### src/rtl/vga_pkg.sv
// Shared VGA definitions: 800x600@60 geometry defaults, RGB333 pixel width,
// capture FSM encoding and capture buffer size.
package vga_pkg;

  localparam int H_ACTIVE_DEF = 800;
  localparam int V_ACTIVE_DEF = 600;
  localparam int RGB333_W     = 9;
  localparam int CAP_DATA_W   = 16;
  localparam int CAP_WORDS    = 120000;

  typedef enum logic [1:0] {
    CAP_IDLE    = 2'd0,
    CAP_WAIT_FS = 2'd1,
    CAP_CAPTURE = 2'd2
  } cap_state_e;

  // Number of words in a 2:1 x 2:1 decimated frame.
  function automatic int cap_words(input int h_active, input int v_active);
    return (h_active / 2) * (v_active / 2);
  endfunction

endpackage

### src/rtl/vga_capture_if.sv
// VGA stream into the capture block and SRAM write beats out of it.
// CAP_DVLD qualifies CAP_ADDR/CAP_DATA for exactly one cycle per beat; there is
// no ready, so the consumer must take every beat in the cycle it is presented.
interface vga_capture_if
  import vga_pkg::*;
#(
  parameter int PIX_W  = RGB333_W,
  parameter int ADDR_W = 18
);

  logic [PIX_W-1:0]      VGA_DATA;
  logic                  VGA_DE;
  logic                  VGA_HSYNC;
  logic                  VGA_VSYNC;
  logic                  CAP_DVLD;
  logic [ADDR_W-1:0]     CAP_ADDR;
  logic [CAP_DATA_W-1:0] CAP_DATA;

  modport master (
    output VGA_DATA, VGA_DE, VGA_HSYNC, VGA_VSYNC,
    input  CAP_DVLD, CAP_ADDR, CAP_DATA
  );

  modport slave (
    input  VGA_DATA, VGA_DE, VGA_HSYNC, VGA_VSYNC,
    output CAP_DVLD, CAP_ADDR, CAP_DATA
  );

endinterface

### src/rtl/vga_sync_edge.sv
// Registers the VGA sink inputs once and derives frame-start, line-end and
// hsync-fall strobes from the registered values.
module vga_sync_edge
  import vga_pkg::*;
#(
  parameter int PIX_W = RGB333_W
) (
  input  logic             clk,
  input  logic             rst,
  input  logic [PIX_W-1:0] data_i,
  input  logic             de_i,
  input  logic             hs_i,
  input  logic             vs_i,
  output logic [PIX_W-1:0] data_o,
  output logic             de_o,
  output logic             fs_o,
  output logic             le_o,
  output logic             hs_fall_o
);

  logic [PIX_W-1:0] data_q, data_d;
  logic             de_q, de_d;
  logic             hs_q, hs_d;
  logic             vs_q, vs_d;
  logic             de_prev_q, de_prev_d;
  logic             hs_prev_q, hs_prev_d;
  logic             vs_prev_q, vs_prev_d;

  always_comb begin
    data_d    = data_i;
    de_d      = de_i;
    hs_d      = hs_i;
    vs_d      = vs_i;
    de_prev_d = de_q;
    hs_prev_d = hs_q;
    vs_prev_d = vs_q;
  end

  // Syncs idle high, so they and their delayed copies reset to 1 to avoid a
  // false edge straight out of reset.
  always_ff @(posedge clk) begin
    if (rst) begin
      data_q    <= '0;
      de_q      <= 1'b0;
      hs_q      <= 1'b1;
      vs_q      <= 1'b1;
      de_prev_q <= 1'b0;
      hs_prev_q <= 1'b1;
      vs_prev_q <= 1'b1;
    end else begin
      data_q    <= data_d;
      de_q      <= de_d;
      hs_q      <= hs_d;
      vs_q      <= vs_d;
      de_prev_q <= de_prev_d;
      hs_prev_q <= hs_prev_d;
      vs_prev_q <= vs_prev_d;
    end
  end

  assign data_o    = data_q;
  assign de_o      = de_q;
  assign fs_o      = vs_prev_q & ~vs_q;
  assign le_o      = de_prev_q & ~de_q;
  assign hs_fall_o = hs_prev_q & ~hs_q;

endmodule

### src/rtl/vga_capture.sv
// VGA frame grabber: decimates the active image 2:1 in both axes into
// sequential SRAM write beats and measures/validates the frame geometry.
module vga_capture
  import vga_pkg::*;
#(
  parameter int H_ACTIVE = H_ACTIVE_DEF,
  parameter int V_ACTIVE = V_ACTIVE_DEF,
  parameter int ADDR_W   = 18,
  parameter int PIX_W    = RGB333_W
) (
  input  logic          CLK_40M,
  input  logic          SYS_RST,
  input  logic          CAP_EN,
  vga_capture_if.slave  bus,
  output logic          CAP_BUSY,
  output logic          CAP_DONE,
  output logic          CAP_ERR,
  output logic [10:0]   CAP_HMEAS,
  output logic [9:0]    CAP_VMEAS,
  output logic [1:0]    cap_state_dbg
);

  localparam logic [1:0] ST_IDLE    = 2'(CAP_IDLE);
  localparam logic [1:0] ST_WAIT_FS = 2'(CAP_WAIT_FS);
  localparam logic [1:0] ST_CAPTURE = 2'(CAP_CAPTURE);

  localparam logic [10:0]       H_LIM     = 11'(H_ACTIVE);
  localparam logic [9:0]        V_LIM     = 10'(V_ACTIVE);
  localparam logic [ADDR_W-1:0] LAST_ADDR = ADDR_W'(cap_words(H_ACTIVE, V_ACTIVE) - 1);

  logic [PIX_W-1:0] pix_s1;
  logic             de_s1;
  logic             fs;
  logic             le;
  logic             hs_fall;

  vga_sync_edge #(.PIX_W(PIX_W)) u_sync (
    .clk       (CLK_40M),
    .rst       (SYS_RST),
    .data_i    (bus.VGA_DATA),
    .de_i      (bus.VGA_DE),
    .hs_i      (bus.VGA_HSYNC),
    .vs_i      (bus.VGA_VSYNC),
    .data_o    (pix_s1),
    .de_o      (de_s1),
    .fs_o      (fs),
    .le_o      (le),
    .hs_fall_o (hs_fall)
  );

  logic [1:0]            state_q, state_d;
  logic [10:0]           x_q, x_d;
  logic [9:0]            y_q, y_d;
  logic [ADDR_W-1:0]     addr_q, addr_d;
  logic                  en_prev_q, en_prev_d;
  logic                  dvld_q, dvld_d;
  logic [ADDR_W-1:0]     caddr_q, caddr_d;
  logic [CAP_DATA_W-1:0] cdata_q, cdata_d;
  logic                  busy_q, busy_d;
  logic                  done_q, done_d;
  logic                  err_q, err_d;
  logic [10:0]           hmeas_q, hmeas_d;
  logic [9:0]            vmeas_q, vmeas_d;

  logic in_cap;
  logic en_rise;
  logic beat;

  assign in_cap  = (state_q == ST_CAPTURE);
  assign en_rise = CAP_EN & ~en_prev_q;
  // A pixel coinciding with frame start belongs to no frame and is dropped.
  assign beat    = in_cap && de_s1 && !fs && !x_q[0] && !y_q[0] &&
                   (x_q < H_LIM) && (y_q < V_LIM);

  always_comb begin
    state_d   = state_q;
    x_d       = x_q;
    y_d       = y_q;
    addr_d    = addr_q;
    en_prev_d = CAP_EN;
    dvld_d    = 1'b0;
    caddr_d   = caddr_q;
    cdata_d   = cdata_q;
    done_d    = 1'b0;
    err_d     = err_q;
    hmeas_d   = hmeas_q;
    vmeas_d   = vmeas_q;

    if (en_rise) err_d = 1'b0;

    if (de_s1 && (x_q != '1)) x_d = x_q + 11'd1;

    // Sequential address reproduces (y/2)*(H/2)+x/2 for a well-formed frame.
    if (beat) begin
      dvld_d  = 1'b1;
      caddr_d = addr_q;
      cdata_d = {{(CAP_DATA_W - PIX_W){1'b0}}, pix_s1};
      if (addr_q != LAST_ADDR) addr_d = addr_q + 1'b1;
    end

    if (le) begin
      x_d = '0;
      if (y_q != '1) y_d = y_q + 10'd1;
      if (in_cap) begin
        hmeas_d = x_q;
        if (x_q != H_LIM) err_d = 1'b1;
      end
    end

    if (in_cap && hs_fall && de_s1) err_d = 1'b1;

    if (fs) begin
      x_d    = '0;
      y_d    = '0;
      addr_d = '0;
      if (in_cap) begin
        done_d  = 1'b1;
        vmeas_d = y_q;
        if ((y_q != V_LIM) || de_s1) err_d = 1'b1;
      end
    end

    case (state_q)
      ST_IDLE: begin
        if (CAP_EN) state_d = ST_WAIT_FS;
      end
      ST_WAIT_FS: begin
        if (!CAP_EN)  state_d = ST_IDLE;
        else if (fs)  state_d = ST_CAPTURE;
      end
      ST_CAPTURE: begin
        if (fs && !CAP_EN) state_d = ST_IDLE;
      end
      default: state_d = ST_IDLE;
    endcase

    busy_d = (state_d != ST_IDLE);
  end

  always_ff @(posedge CLK_40M) begin
    if (SYS_RST) begin
      state_q   <= ST_IDLE;
      x_q       <= '0;
      y_q       <= '0;
      addr_q    <= '0;
      en_prev_q <= 1'b0;
      dvld_q    <= 1'b0;
      caddr_q   <= '0;
      cdata_q   <= '0;
      busy_q    <= 1'b0;
      done_q    <= 1'b0;
      err_q     <= 1'b0;
      hmeas_q   <= '0;
      vmeas_q   <= '0;
    end else begin
      state_q   <= state_d;
      x_q       <= x_d;
      y_q       <= y_d;
      addr_q    <= addr_d;
      en_prev_q <= en_prev_d;
      dvld_q    <= dvld_d;
      caddr_q   <= caddr_d;
      cdata_q   <= cdata_d;
      busy_q    <= busy_d;
      done_q    <= done_d;
      err_q     <= err_d;
      hmeas_q   <= hmeas_d;
      vmeas_q   <= vmeas_d;
    end
  end

  assign bus.CAP_DVLD  = dvld_q;
  assign bus.CAP_ADDR  = caddr_q;
  assign bus.CAP_DATA  = cdata_q;
  assign CAP_BUSY      = busy_q;
  assign CAP_DONE      = done_q;
  assign CAP_ERR       = err_q;
  assign CAP_HMEAS     = hmeas_q;
  assign CAP_VMEAS     = vmeas_q;
  assign cap_state_dbg = state_q;

endmodule

### src/flat_wrapper.sv
// flat-port wrapper written by rule: the top's interface ports become plain ports
module vga_capture_flat import vga_pkg::*;
#(
  parameter int H_ACTIVE = H_ACTIVE_DEF,
  parameter int V_ACTIVE = V_ACTIVE_DEF,
  parameter int ADDR_W   = 18,
  parameter int PIX_W    = RGB333_W
)
  (CLK_40M, SYS_RST, CAP_EN, CAP_BUSY, CAP_DONE, CAP_ERR, CAP_HMEAS, CAP_VMEAS, cap_state_dbg, bus_VGA_DATA, bus_VGA_DE, bus_VGA_HSYNC, bus_VGA_VSYNC, bus_CAP_DVLD, bus_CAP_ADDR, bus_CAP_DATA);
  vga_capture_if #(.PIX_W(PIX_W), .ADDR_W(ADDR_W)) bus_i ();
  input  logic CLK_40M;
  input  logic SYS_RST;
  input  logic CAP_EN;
  output logic CAP_BUSY;
  output logic CAP_DONE;
  output logic CAP_ERR;
  output logic [10:0] CAP_HMEAS;
  output logic [9:0] CAP_VMEAS;
  output logic [1:0] cap_state_dbg;
  input wire logic [$bits(bus_i.VGA_DATA)-1:0] bus_VGA_DATA;
  input wire logic [$bits(bus_i.VGA_DE)-1:0] bus_VGA_DE;
  input wire logic [$bits(bus_i.VGA_HSYNC)-1:0] bus_VGA_HSYNC;
  input wire logic [$bits(bus_i.VGA_VSYNC)-1:0] bus_VGA_VSYNC;
  output wire logic [$bits(bus_i.CAP_DVLD)-1:0] bus_CAP_DVLD;
  output wire logic [$bits(bus_i.CAP_ADDR)-1:0] bus_CAP_ADDR;
  output wire logic [$bits(bus_i.CAP_DATA)-1:0] bus_CAP_DATA;
  assign bus_i.VGA_DATA = bus_VGA_DATA;
  assign bus_i.VGA_DE = bus_VGA_DE;
  assign bus_i.VGA_HSYNC = bus_VGA_HSYNC;
  assign bus_i.VGA_VSYNC = bus_VGA_VSYNC;
  assign bus_CAP_DVLD = bus_i.CAP_DVLD;
  assign bus_CAP_ADDR = bus_i.CAP_ADDR;
  assign bus_CAP_DATA = bus_i.CAP_DATA;
  vga_capture #(.H_ACTIVE(H_ACTIVE), .V_ACTIVE(V_ACTIVE), .ADDR_W(ADDR_W), .PIX_W(PIX_W)) u_core (.CLK_40M(CLK_40M), .SYS_RST(SYS_RST), .CAP_EN(CAP_EN), .bus(bus_i), .CAP_BUSY(CAP_BUSY), .CAP_DONE(CAP_DONE), .CAP_ERR(CAP_ERR), .CAP_HMEAS(CAP_HMEAS), .CAP_VMEAS(CAP_VMEAS), .cap_state_dbg(cap_state_dbg));
endmodule
### config.mk
export PLATFORM = sky130hd
export DESIGN_NAME = vga_capture_flat
export DESIGN_NICKNAME = d
export VERILOG_FILES = /design/src/rtl/vga_pkg.sv /design/src/rtl/vga_capture_if.sv /design/src/rtl/vga_sync_edge.sv /design/src/rtl/vga_capture.sv /design/src/flat_wrapper.sv
export SDC_FILE = /design/constraint.sdc
export NUM_CORES = 1
export LEC_CHECK = 0
export BUFFER_PORTS_ARGS = -buffer_cell sky130_fd_sc_hd__buf_2
export CAP_MARGIN = 40
export CELL_PAD_IN_SITES_DETAIL_PLACEMENT = 1
export CELL_PAD_IN_SITES_GLOBAL_PLACEMENT = 2
export CORE_MARGIN = 4
export CORE_UTILIZATION = 33
export CTS_CLUSTER_SIZE = 10
export DETAILED_ROUTE_END_ITERATION = 10
export GPL_ROUTABILITY_DRIVEN = 0
export PLACE_DENSITY_LB_ADDON = 0.1
export SLEW_MARGIN = 0
export SYNTH_ARGS = -nofsm -noshare
export SYNTH_HDL_FRONTEND = slang
export SYNTH_SLANG_ARGS = --single-unit
### constraint.sdc
create_clock -name CLK_40M -period 2 [get_ports CLK_40M]
set_input_delay 0 -clock CLK_40M [delete_from_list [all_inputs] [get_ports CLK_40M]]
set_output_delay 0 -clock CLK_40M [all_outputs]
set_load 0.01 [all_outputs]
======== Word-level counts from Yosys, hierarchy flattened ========
Cells that the tools add are included.
cells by class
  $add $sub $neg .......................... 3
  $lt $le $gt $ge ......................... 2
  equal/unequal tests ..................... 7
  muxes and demuxes ....................... 15
  bitwise logic cells ..................... 9
  reductions and logical operators ........ 24
operators with widths
  cell                   number
  $ne 10x10->1 const B   2
  $add 18x1->18 const B  1
  $ne 18x17->1 const B   1
  $add 11x1->11 const B  1
  $lt 11x10->1 const B   1
  $ne 11x10->1 const B   1
  $ne 11x11->1 const B   1
  $add 10x1->10 const B  1
  $logic_and 1x1->1      10
  $lt 10x10->1 const B   1
  $mux 1                 10
  $mux 2                 4
  $reduce_and 2->1       4
  $pmux 2 s3             1
  $not 1->1              5
  $and 1x1->1            4
  $logic_not 1->1        4
  $reduce_or 2->1        2
  $reduce_or 3->1        1
  $eq 2x1->1 const B     1
  $eq 2x2->1 const B     1
  $logic_not 2->1        1
  $reduce_bool 2->1      1
  $logic_or 1x1->1       1
storage, ports and cells
  register bits after elaboration ......... 109
  output and inout port bits .............. 61
  word-level logic and storage cells ...... 80

======== Longest topological paths before layout ========
Gate-level depths: netlist of run 1.
  word-level depth ........................ 10
  depth in mapped cells ................... 7
  mapped depth without buffers ............ 7

======== By module ========
From an unflattened synthesis of run 1, not the netlist that was laid out.
unflattened totals
  cells, all modules ...................... 517
  area, all modules ....................... 4431.8 µm²
modules (own cells, without submodules)
  module         times used  cells each  area each (µm²)
  vga_capture    1           483         4001.3
  vga_sync_edge  1           34          430.4

======== Least setup slack after synthesis of run 1 ========
OpenSTA, ideal clock, no wires.
  path kind ............................... register -> register
  start ................................... register u_core.state_q[1] (netlist: u_core.cap_state_dbg[1])
  end ..................................... register u_core.addr_q[6]
  arrival time ............................ 1762 ps
  data required time ...................... 1929 ps
  setup slack ............................. 168 ps
  cell stages (with the launch flop) ...... 7
  buffers on the path ..................... 1
  period minus slack after synthesis ...... 1832 ps
  cells stage by stage .................... dfxtp_1 > and3b_2 > nand4_4 > or2_1 > buf_2 > or4_1 > a21oi_1
between the ends
  word-level cells in the longest chain between the ends .. 8
RTL lines
  item                               RTL line            RTL
  from (decl)                        vga_capture.sv:51   logic [1:0] state_q, state_d;
  from (signal assigned)             vga_capture.sv:156  state_q <= state_d;
  $eq 2x2->1                         vga_capture.sv:69   assign in_cap = (state_q == ST_CAPTURE);
  $logic_and 1x1->1 (5 in series)    vga_capture.sv:72   assign beat = in_cap && de_s1 && !fs && !x_q[0] && !y_q[0] &&
  $logic_and 1x1->1                  vga_capture.sv:73   (x_q < H_LIM) && (y_q < V_LIM);
  $reduce_and 2->1 (no source line)  --
  to (signal assigned)               vga_capture.sv:159  addr_q <= addr_d;
  to (decl)                          vga_capture.sv:54   logic [ADDR_W-1:0] addr_q, addr_d;
No other way between the ends.
A chain may end at the register's enable or synchronous reset.

======== Worst setup path after layout of run 1 ========
  start ................................... register u_core.x_q[5]
  end ..................................... register u_core.addr_q[10]
between the ends
  word-level cells in the longest chain between the ends .. 4
RTL lines
  item                               RTL line            RTL
  from (decl)                        vga_capture.sv:52   logic [10:0] x_q, x_d;
  from (signal assigned)             vga_capture.sv:143  x_q <= '0;
  from (signal assigned)             vga_capture.sv:157  x_q <= x_d;
  $lt 11x10->1                       vga_capture.sv:73
  $logic_and 1x1->1                  vga_capture.sv:72
  $logic_and 1x1->1                  vga_capture.sv:73
  $reduce_and 2->1 (no source line)  --
No other way between the ends.

==> impl_summary.txt, run 1 <==
----------------------------------------------------
[Clock network]
  Total clock buffers created by CTS ... 9
  Clock tree from TritonCTS ... done
  Clock Tree Buf Depth ... 2
  Clock input transition at the sequential cells of the worst setup and hold paths ... 0.08 ns
  Clock latency of the later-clocked register in the worst-skew pair ... 0.35 ns
  Number of H-tree levels ... 3
  TritonCTS Sinks ... 109
  Root buf cell ... sky130_fd_sc_hd__clkbuf_16

[Logic synthesis]
  Netlist cell types ... 53
  Largest cells by area after synthesis ... sky130_fd_sc_hd__dfxtp_1, sky130_fd_sc_hd__nand2_1, sky130_fd_sc_hd__a21oi_1
  Main synth FF type ... sky130_fd_sc_hd__dfxtp_1
  Number of warnings reported in the yosys synthesis log ... 0
  Post-synth EDFFs ... 0
  Cells after Synth ... 516
  Sequential-to-total area share from yosys stat ... 50.2%
  Fraction of registers with async set or reset after synthesis ... 0%
  Post-Syn Area ... 4350 um^2
  Library cell occupying the most area in the post-synthesis netlist ... sky130_fd_sc_hd__dfxtp_1
  Share of the synthesized area in the top cell type ... 50.2%
  Post-synthesis sequential element count ... 109
  Syn avg cell area ... 8.43 um^2

[Worst hold path]
  Hold path depth ... 2
  Min-Delay Endpoint ... u_core.u_sync.de_o
  Path class of the lowest-slack min-delay path ... input port to flip-flop
  Launch instance of the worst min-delay path ... SYS_RST

[Layout]
  Layout cells sized above 1 ... 21.7%
  Synth-to-Final Area Change ... 27.6%
  FILL cells ... 1513
  Most common cell after layout, fill and taps aside ... sky130_fd_sc_hd__nand2_1
  Multi-input gate area in the final layout ... 2020 um^2
  Most frequent cells in the layout ... sky130_fd_sc_hd__nand2_1, sky130_fd_sc_hd__dfxtp_1, sky130_fd_sc_hd__buf_2
  Register area ... 2180 um^2
  Final antenna diode count ... 0
  Net total in the final layout ... 638

[Timing]
  Maximum clock frequency ... 543 MHz
  Final max-slew violation count ... 0
  Setup repair after global routing missed its margin ... false
  Minimum period implied by the final worst setup slack ... 1.84 ns
  Slew at the pin closest to its max-slew limit ... 0.566 ns
  Total negative slack ... 0 ns
  Final critical-path setup slack ... 0.158 ns
  Slew HR ... 61.3%
  Final number of setup-violating endpoints ... 0
  Final setup skew ... 0.00486 ns
  Final critical-path share of the clock period ... 92.1%
  Hold Vio Cnt, Final ... 0

[Power and ir drop]
  Power per standard cell area ... 799 nW/um^2
  Leakage power total ... 0.00216 uW
  Maximum VDD drop ... 0.000480 V
  Power after layout ... 4430 uW

[Worst setup path]
  Dominant delay contributor by cell family on the critical path ... simple AND/OR/NAND/NOR gates
  Startpoint type of the worst setup path ... flip-flop
  Launching point of the worst reg2reg path ... u_core.x_q[5]
  Buffers & Inverters on Critical Path ... 1
  Reg-to-reg critical path endpoint ... u_core.addr_q[10]
  Largest stage delay on the critical path ... 0.33 ns
  Setup slack of the worst register-to-register path ... 0.16 ns
  R2R depth ... 6
  Kind of critical path ... flip-flop to flip-flop
  Required time at the worst-slack endpoint ... 2.24 ns
  Largest fanout on the critical path ... 19
  Cell-by-cell trace of the critical path ... nor3_1 > o22ai_1 > or2_1 > buf_4 > o31ai_1 > a21oi_1
  Critical Path End Type ... flip-flop
  Data arrival time of the critical path ... 2.08 ns
  Critical Path Slowest Stage Cell ... sky130_fd_sc_hd__or2_1

[Drt]
  Average wire per cell in the routed design ... 14.7 um
  Number of remaining DRC errors ... 0
  First-iteration detailed-routing DRC count ... 133
  Final WL ... 11700 um
  Antenna Violating Nets Remaining ... 0
  First drt pass iteration count ... 4
  Vias post-DR ... 3869
  Detailed-route vias per instance ... 4.87

[Global route]
  Maximum number of pins on one net before global-route repair ... 44
  Grt ovf ... 0
  First-pass GRT wire length ... 19600 um
  Global-route total usage across every layer ... 16.5%
  Initial antenna violation count ... 0
  Vias in the first global route ... 3967

[Placed design]
  Number of I/O port buffers ... 68
  Final HPWL DP ... 8280 um
  Worst slack, placed ... 0.109 ns

[Outcome]
  Run status ... completed

[Run]
  Total of max-cap violations ... 0

[Floorplan]
  Initial Utilization ... 34.0%
  Boundary Pins ... 76
  Core footprint ... 12800 um^2
  Num rows ... 41
  Die H ... 123 um
  Die footprint ... 15100 um^2
  Die extent in x ... 123 um

----------------------------------------------------
## sequential cells by signal, summed over array words and instances (netlist names)
name and flops:
u_core.addr_q 18, u_core.bus.CAP_ADDR 18, u_core.CAP_HMEAS 11, u_core.x_q 11, u_core.CAP_VMEAS 10, u_core.y_q 10, u_core.bus.CAP_DATA 9, u_core.u_sync.data_o 9
u_core.cap_state_dbg 2, u_core.CAP_BUSY 1, u_core.CAP_DONE 1, u_core.CAP_ERR 1, u_core.bus.CAP_DVLD 1, u_core.en_prev_q 1, u_core.u_sync.de_o 1, u_core.u_sync.de_prev_q 1
u_core.u_sync.hs_prev_d 1, u_core.u_sync.hs_prev_q 1, u_core.u_sync.vs_prev_d 1, u_core.u_sync.vs_prev_q 1
## timing repair
item,in CTS,in global routing
resized for setup,0,2
setup buffers,0,0
setup endpoints to repair,0,6
hold endpoints to repair,14,0
hold buffers,14,0
## metal layers
layer / GRT usage [%] / routed length, um / vias up
li1: - / - / 1942
met5: 0 / 0 / -
met1: 20.0 / 5120 / 1864
met3: 2.90 / 360 / 14
met4: 6.37 / 184 / 0
met2: 28.8 / 6040 / 49
## synth_stat cells, types with 2 or more instances
cell / number
sky130_fd_sc_hd__a21oi_1: 62
sky130_fd_sc_hd__dfxtp_1: 109
sky130_fd_sc_hd__nor3_1: 8
sky130_fd_sc_hd__clkbuf_1: 19
sky130_fd_sc_hd__inv_1: 7
sky130_fd_sc_hd__nand3_1: 13
sky130_fd_sc_hd__or2_2: 6
sky130_fd_sc_hd__nand4b_1: 2
sky130_fd_sc_hd__and2_1: 2
sky130_fd_sc_hd__a2111oi_0: 2
sky130_fd_sc_hd__nand2_1: 110
sky130_fd_sc_hd__nand2b_1: 4
sky130_fd_sc_hd__buf_2: 4
sky130_fd_sc_hd__nor4_1: 6
sky130_fd_sc_hd__and4_1: 3
sky130_fd_sc_hd__buf_4: 7
sky130_fd_sc_hd__xnor2_1: 13
sky130_fd_sc_hd__nor2_1: 45
sky130_fd_sc_hd__a31oi_1: 5
sky130_fd_sc_hd__nand4_1: 11
sky130_fd_sc_hd__nor3b_1: 2
sky130_fd_sc_hd__nand3b_1: 4
sky130_fd_sc_hd__o21ai_0: 5
sky130_fd_sc_hd__or4_1: 5
sky130_fd_sc_hd__xor2_1: 7
sky130_fd_sc_hd__and3_1: 7
sky130_fd_sc_hd__nor2b_1: 14
sky130_fd_sc_hd__ha_1: 5
sky130_fd_sc_hd__o31ai_1: 3
sky130_fd_sc_hd__buf_1: 3
## stage by stage
step	area [um^2]	cells	hold WS, ns	utilization [%]
after floorplan	4370	522	0.104	-
after global placement	5060	765	0.183	39.6
after detailed placement	5060	765	0.187	39.6
after CTS	5550	795	0.00428	43.4
after global routing	5550	795	0.0464	43.5
final	5550	795	0.0115	43.5
## worst max path at each step
stage | from | end | slack (ns) | cells past startpoint
after floorplan | u_core.cap_state_dbg[1] | u_core.addr_q[6] | 0.17 | 6
after global placement | u_core.addr_q[0] | u_core.addr_q[16] | 0.18 | 6
after detailed placement | u_core.addr_q[0] | u_core.addr_q[10] | 0.11 | 5
after CTS | u_core.addr_q[0] | u_core.addr_q[8] | 0.09 | 5
after global routing | u_core.addr_q[8] | u_core.addr_q[15] | 0.04 | 6
final | u_core.x_q[5] | u_core.addr_q[10] | 0.16 | 6
## cell families (layout without fill, tap and decap cells)
logic type / count (synthesis) / after routing / synth area share (%)
adder cells (fa/ha/maj): 5 / 5 / 1.44
flip-flops: 109 / 109 / 50.2
other: 1 / 7 / 0.0862
multiplexers: 1 / 1 / 0.230
AND/OR/NAND/NOR: 251 / 251 / 28.0
AO/OA/AOI/OAI: 89 / 89 / 11.9
buffers and inverters: 40 / 141 / 4.17
XOR/XNOR: 20 / 20 / 4.03
## area by class of cell
| cell class | count | area share [%] |
|---|---|---|
| repair buffers | 118 | 13.7 |
| well taps | 172 | 3.88 |
| clock inverters | 7 | 2.21 |
| multi-input cells | 373 | 36.3 |
| inverters | 7 | 0.473 |
| flip-flops and latches | 109 | 39.3 |
| clock buffers | 9 | 4.06 |
## worst register-to-register path, delay by kind of cell, from the launching register on
| family | cells | cell delay, ns |
|---|---|---|
| AO/OA/AOI/OAI | 3 | 0.56 |
| flip-flops | 1 | 0.32 |
| buffers and inverters | 1 | 0.23 |
| AND/OR/NAND/NOR | 2 | 0.63 |
## report_power, final
part	internal, uW	switching, uW	total [uW]
combinational	67.7	90.9	159
sequential	2190	10.8	2200
clock	1230	844	2070
total	3490	945	4430
No activity file was read; power rests on OpenSTA's default activity.
==> inputs of run 2 (changes only) <==
--- a/config.mk
+++ b/config.mk
@@ -18,4 +18,6 @@
 export SLEW_MARGIN = 0
 export SYNTH_ARGS = -nofsm -noshare
 export SYNTH_HDL_FRONTEND = slang
+export SYNTH_HIERARCHICAL = 1
 export SYNTH_SLANG_ARGS = --single-unit
+export TNS_END_PERCENT = 50
==> run 2 against run 1 <==
Compared with the run above: the run now ends with setup timing left; setup slack got worse by 0.27 ns; cell count increased by 3.3%; utilization up 1.3 points; non-clock buffer count increased by 20; sequential power hardly changed; register-to-register slack got worse by 0.27 ns; critical path type unchanged.
==> impl_summary.txt, run 2 <==
----------------------------------------------------
[Worst setup path]
  Critical Path Source ... u_core/y_q[0] (was u_core.x_q[5])
  Data arrival time of the critical path ... 2.39 ns (was 2.08 ns)
  Kind of critical path ... flip-flop to flip-flop (unchanged)
  Largest fanout on the critical path ... 7 (was 19)
  Required time at the worst-slack endpoint ... 2.28 ns (was 2.24 ns)
  Critical Path End Type ... flip-flop (unchanged)
  Startpoint type of the worst setup path ... flip-flop (unchanged)
  Launching point of the worst reg2reg path ... u_core/y_q[0] (was u_core.x_q[5])

[Timing]
  Hold slack ... 0.0557 ns (was 0.0115 ns)
  Final critical-path share of the clock period ... 106% (was 92.1%)
  Final critical-path setup slack ... -0.116 ns (was 0.158 ns)
  Final number of setup-violating endpoints ... 16 (was 0)
  Maximum clock frequency ... 472 MHz (was 543 MHz)
  Final max-slew violation count ... 0 (unchanged)
  Slew HR ... 59.3% (was 61.3%)
  Slew at the pin closest to its max-slew limit ... 0.610 ns (was 0.566 ns)
  Final setup skew ... 0.00881 ns (was 0.00486 ns)
  Minimum period implied by the final worst setup slack ... 2.12 ns (was 1.84 ns)
  Setup repair after global routing missed its margin ... true (was false)
  Total negative slack ... -1.17 ns (was 0 ns)
  Hold Vio Cnt, Final ... 0 (unchanged)

[Global route]
  Maximum number of pins on one net before global-route repair ... 55 (was 44)
  Initial antenna violation count ... 0 (unchanged)
  Global-route total usage across every layer ... 17.3% (was 16.5%)
  First-pass GRT wire length ... 20900 um (was 19600 um)
  Vias in the first global route ... 4174 (was 3967)
  Grt ovf ... 0 (unchanged)

[Power and ir drop]
  Maximum VDD drop ... 0.000353 V (was 0.000480 V)
  Leakage power total ... 0.00230 uW (was 0.00216 uW)
  Power after layout ... 4100 uW (was 4430 uW)
  Power per standard cell area ... 695 nW/um^2 (was 799 nW/um^2)

[Layout]
  Layout cells sized above 1 ... 27.4% (was 21.7%)
  Most frequent cells in the layout ... sky130_fd_sc_hd__dfxtp_1, sky130_fd_sc_hd__nand2_1, sky130_fd_sc_hd__buf_2 (was sky130_fd_sc_hd__nand2_1, sky130_fd_sc_hd__dfxtp_1, sky130_fd_sc_hd__buf_2)
  Final antenna diode count ... 0 (unchanged)
  Multi-input gate area in the final layout ... 2210 um^2 (was 2020 um^2)
  Most common cell after layout, fill and taps aside ... sky130_fd_sc_hd__dfxtp_1 (was sky130_fd_sc_hd__nand2_1)
  Design area ... 5910 um^2 (was 5550 um^2)
  Synth-to-Final Area Change ... 33.3% (was 27.6%)
  Register area ... 2190 um^2 (was 2180 um^2)
  Net total in the final layout ... 660 (was 638)
  FILL cells ... 1605 (was 1513)

[Placed design]
  Final HPWL DP ... 8490 um (was 8280 um)
  Number of I/O port buffers ... 68 (unchanged)
  Area after detailed placement ... 5230 um^2 (was 5060 um^2)

[Clock network]
  Clock Tree Buf Depth ... 2 (unchanged)
  Clock input transition at the sequential cells of the worst setup and hold paths ... 0.07 ns (was 0.08 ns)
  Number of H-tree levels ... 3 (unchanged)
  Root buf cell ... sky130_fd_sc_hd__clkbuf_16 (unchanged)
  Total clock buffers created by CTS ... 9 (unchanged)
  Clock tree from TritonCTS ... done (unchanged)
  TritonCTS Sinks ... 109 (unchanged)
  Clock latency of the later-clocked register in the worst-skew pair ... 0.35 ns (about the same)

[Logic synthesis]
  Number of warnings reported in the yosys synthesis log ... 6 (was 0)
  Post-synthesis sequential element count ... 109 (unchanged)
  Sequential-to-total area share from yosys stat ... 49.2% (was 50.2%)
  Most common library cells after synthesis ... sky130_fd_sc_hd__dfxtp_1, sky130_fd_sc_hd__nand2_1, sky130_fd_sc_hd__a21oi_1 (was sky130_fd_sc_hd__nand2_1, sky130_fd_sc_hd__dfxtp_1, sky130_fd_sc_hd__a21oi_1)
  Share of the synthesized area in the top cell type ... 49.2% (was 50.2%)
  Post-Syn Area ... 4430 um^2 (was 4350 um^2)
  Netlist cell types ... 48 (was 53)
  Post-synth EDFFs ... 0 (unchanged)
  Library cell occupying the most area in the post-synthesis netlist ... sky130_fd_sc_hd__dfxtp_1 (unchanged)
  Main synth FF type ... sky130_fd_sc_hd__dfxtp_1 (unchanged)
  Fraction of registers with async set or reset after synthesis ... 0% (unchanged)
  Largest cells by area after synthesis ... sky130_fd_sc_hd__dfxtp_1, sky130_fd_sc_hd__nand2_1, sky130_fd_sc_hd__a21oi_1 (unchanged)
  Cells after Synth ... 517 (was 516)
  Most instantiated library cell after synthesis ... sky130_fd_sc_hd__dfxtp_1 (was sky130_fd_sc_hd__nand2_1)
  Syn avg cell area ... 8.57 um^2 (was 8.43 um^2)

[Outcome]
  Violations in the final reports ... setup timing
  Run status ... complete, but fails checks (was completed)

[Drt]
  Final WL ... 12900 um (was 11700 um)
  First drt pass iteration count ... 4 (unchanged)
  Antenna Violating Nets Remaining ... 0 (unchanged)
  Number of remaining DRC errors ... 0 (unchanged)
  Average wire per cell in the routed design ... 15.7 um (was 14.7 um)
  Detailed-route vias per instance ... 4.99 (was 4.87)
  First-iteration detailed-routing DRC count ... 159 (was 133)
  Vias post-DR ... 4096 (was 3869)

[Floorplan]
  Die footprint ... 15300 um^2 (was 15100 um^2)
  Die extent in x ... 124 um (was 123 um)
  Core footprint ... 13200 um^2 (was 12800 um^2)
  Initial Utilization ... 33.6% (was 34.0%)
  Boundary Pins ... 76 (unchanged)
  Num rows ... 42 (was 41)
  Die H ... 124 um (was 123 um)

[Run]
  Total of max-cap violations ... 0 (unchanged)

[Worst hold path]
  Path class of the lowest-slack min-delay path ... input port to flip-flop (unchanged)
  Launch instance of the worst min-delay path ... SYS_RST (unchanged)

----------------------------------------------------
==> run 2: kinds of logic after synthesis <==
logic type | Yosys count | synth area share, %
xor gates and xnor gates | 13 | 2.57
muxes | 12 | 2.71
other | 1 | 0.0846
DFF | 109 | 49.2
and+or+nand+nor | 242 | 27.5
AOI/OAI and AO/OA | 91 | 11.7
buffers and inverters | 44 | 4.77
adders and majority gates | 5 | 1.41
==> run 2: power breakdown <==
group	internal [uW]	switching [uW]	leakage [uW]	total, uW
clock	946	783	0.000146	1730
combinational	74.9	95.8	0.00127	171
sequential	2190	11.8	0.000884	2200
total	3210	891	0.00230	4100
==> run 2: repair_timing <==
item | in CTS | in global routing
gates cloned | 2 | 4
setup buffers | 4 | 3
hold endpoints to repair | 14 | 0
setup endpoints to repair | 27 | 46
resized for setup | 10 | 24
pin swaps | 13 | 5
hold buffers | 13 | 0
==> run 2: metal layers <==
| layer | GRT usage (%) | part of all wire [%] | vias up |
|---|---|---|---|
| met5 | 0 | 0 | - |
| met4 | 3.74 | 1.2 | 0 |
| met3 | 4.18 | 3.1 | 11 |
| met2 | 31.3 | 52 | 50 |
| met1 | 20.8 | 43 | 2007 |
| li1 | - | - | 2028 |
==> run 2: worst paths after layout <==
path	end	slack (ns)	depth (start not counted)
worst min register to register	u_core/bus.CAP_DATA[1]	0.44	2
worst min-delay path	u_core/bus.CAP_DVLD	0.06	2
worst max-delay path	u_core/addr_q[15]	-0.12	5
worst max register to register	u_core/addr_q[15]	-0.12	5
==> run 2: area by class of cell <==
cell class | count | area share (%)
tap | 176 | 3.73
clock inverter | 3 | 0.318
multi-input combinational | 373 | 37.4
timing repair buffer | 138 | 16.4
inverter | 9 | 0.572
clock buffer | 13 | 4.57
sequential | 109 | 37.0
==> run 2: worst max-delay path, cell delays in order (launching register included) <==
cell and delay, ns:
sky130_fd_sc_hd__dfxtp_2 0.34, sky130_fd_sc_hd__nor4_4 0.32, sky130_fd_sc_hd__nand3_2 0.15, sky130_fd_sc_hd__or4_4 0.59
sky130_fd_sc_hd__or4_1 0.49, sky130_fd_sc_hd__a21oi_1 0.16
==> run 2: per-stage QoR <==
| stage | utilization, % | setup WS [ns] | std cells |
|---|---|---|---|
| 3_3_place_gp | 39.6 | -0.139 | 779 |
| 2_1_floorplan | - | -0.0620 | 523 |
| 3_5_place_dp | 39.6 | -0.212 | 779 |
| 5_1_grt | 44.8 | -0.231 | 821 |
| 4_1_cts | 43.4 | -0.117 | 814 |
| 6_report | 44.8 | -0.116 | 821 |
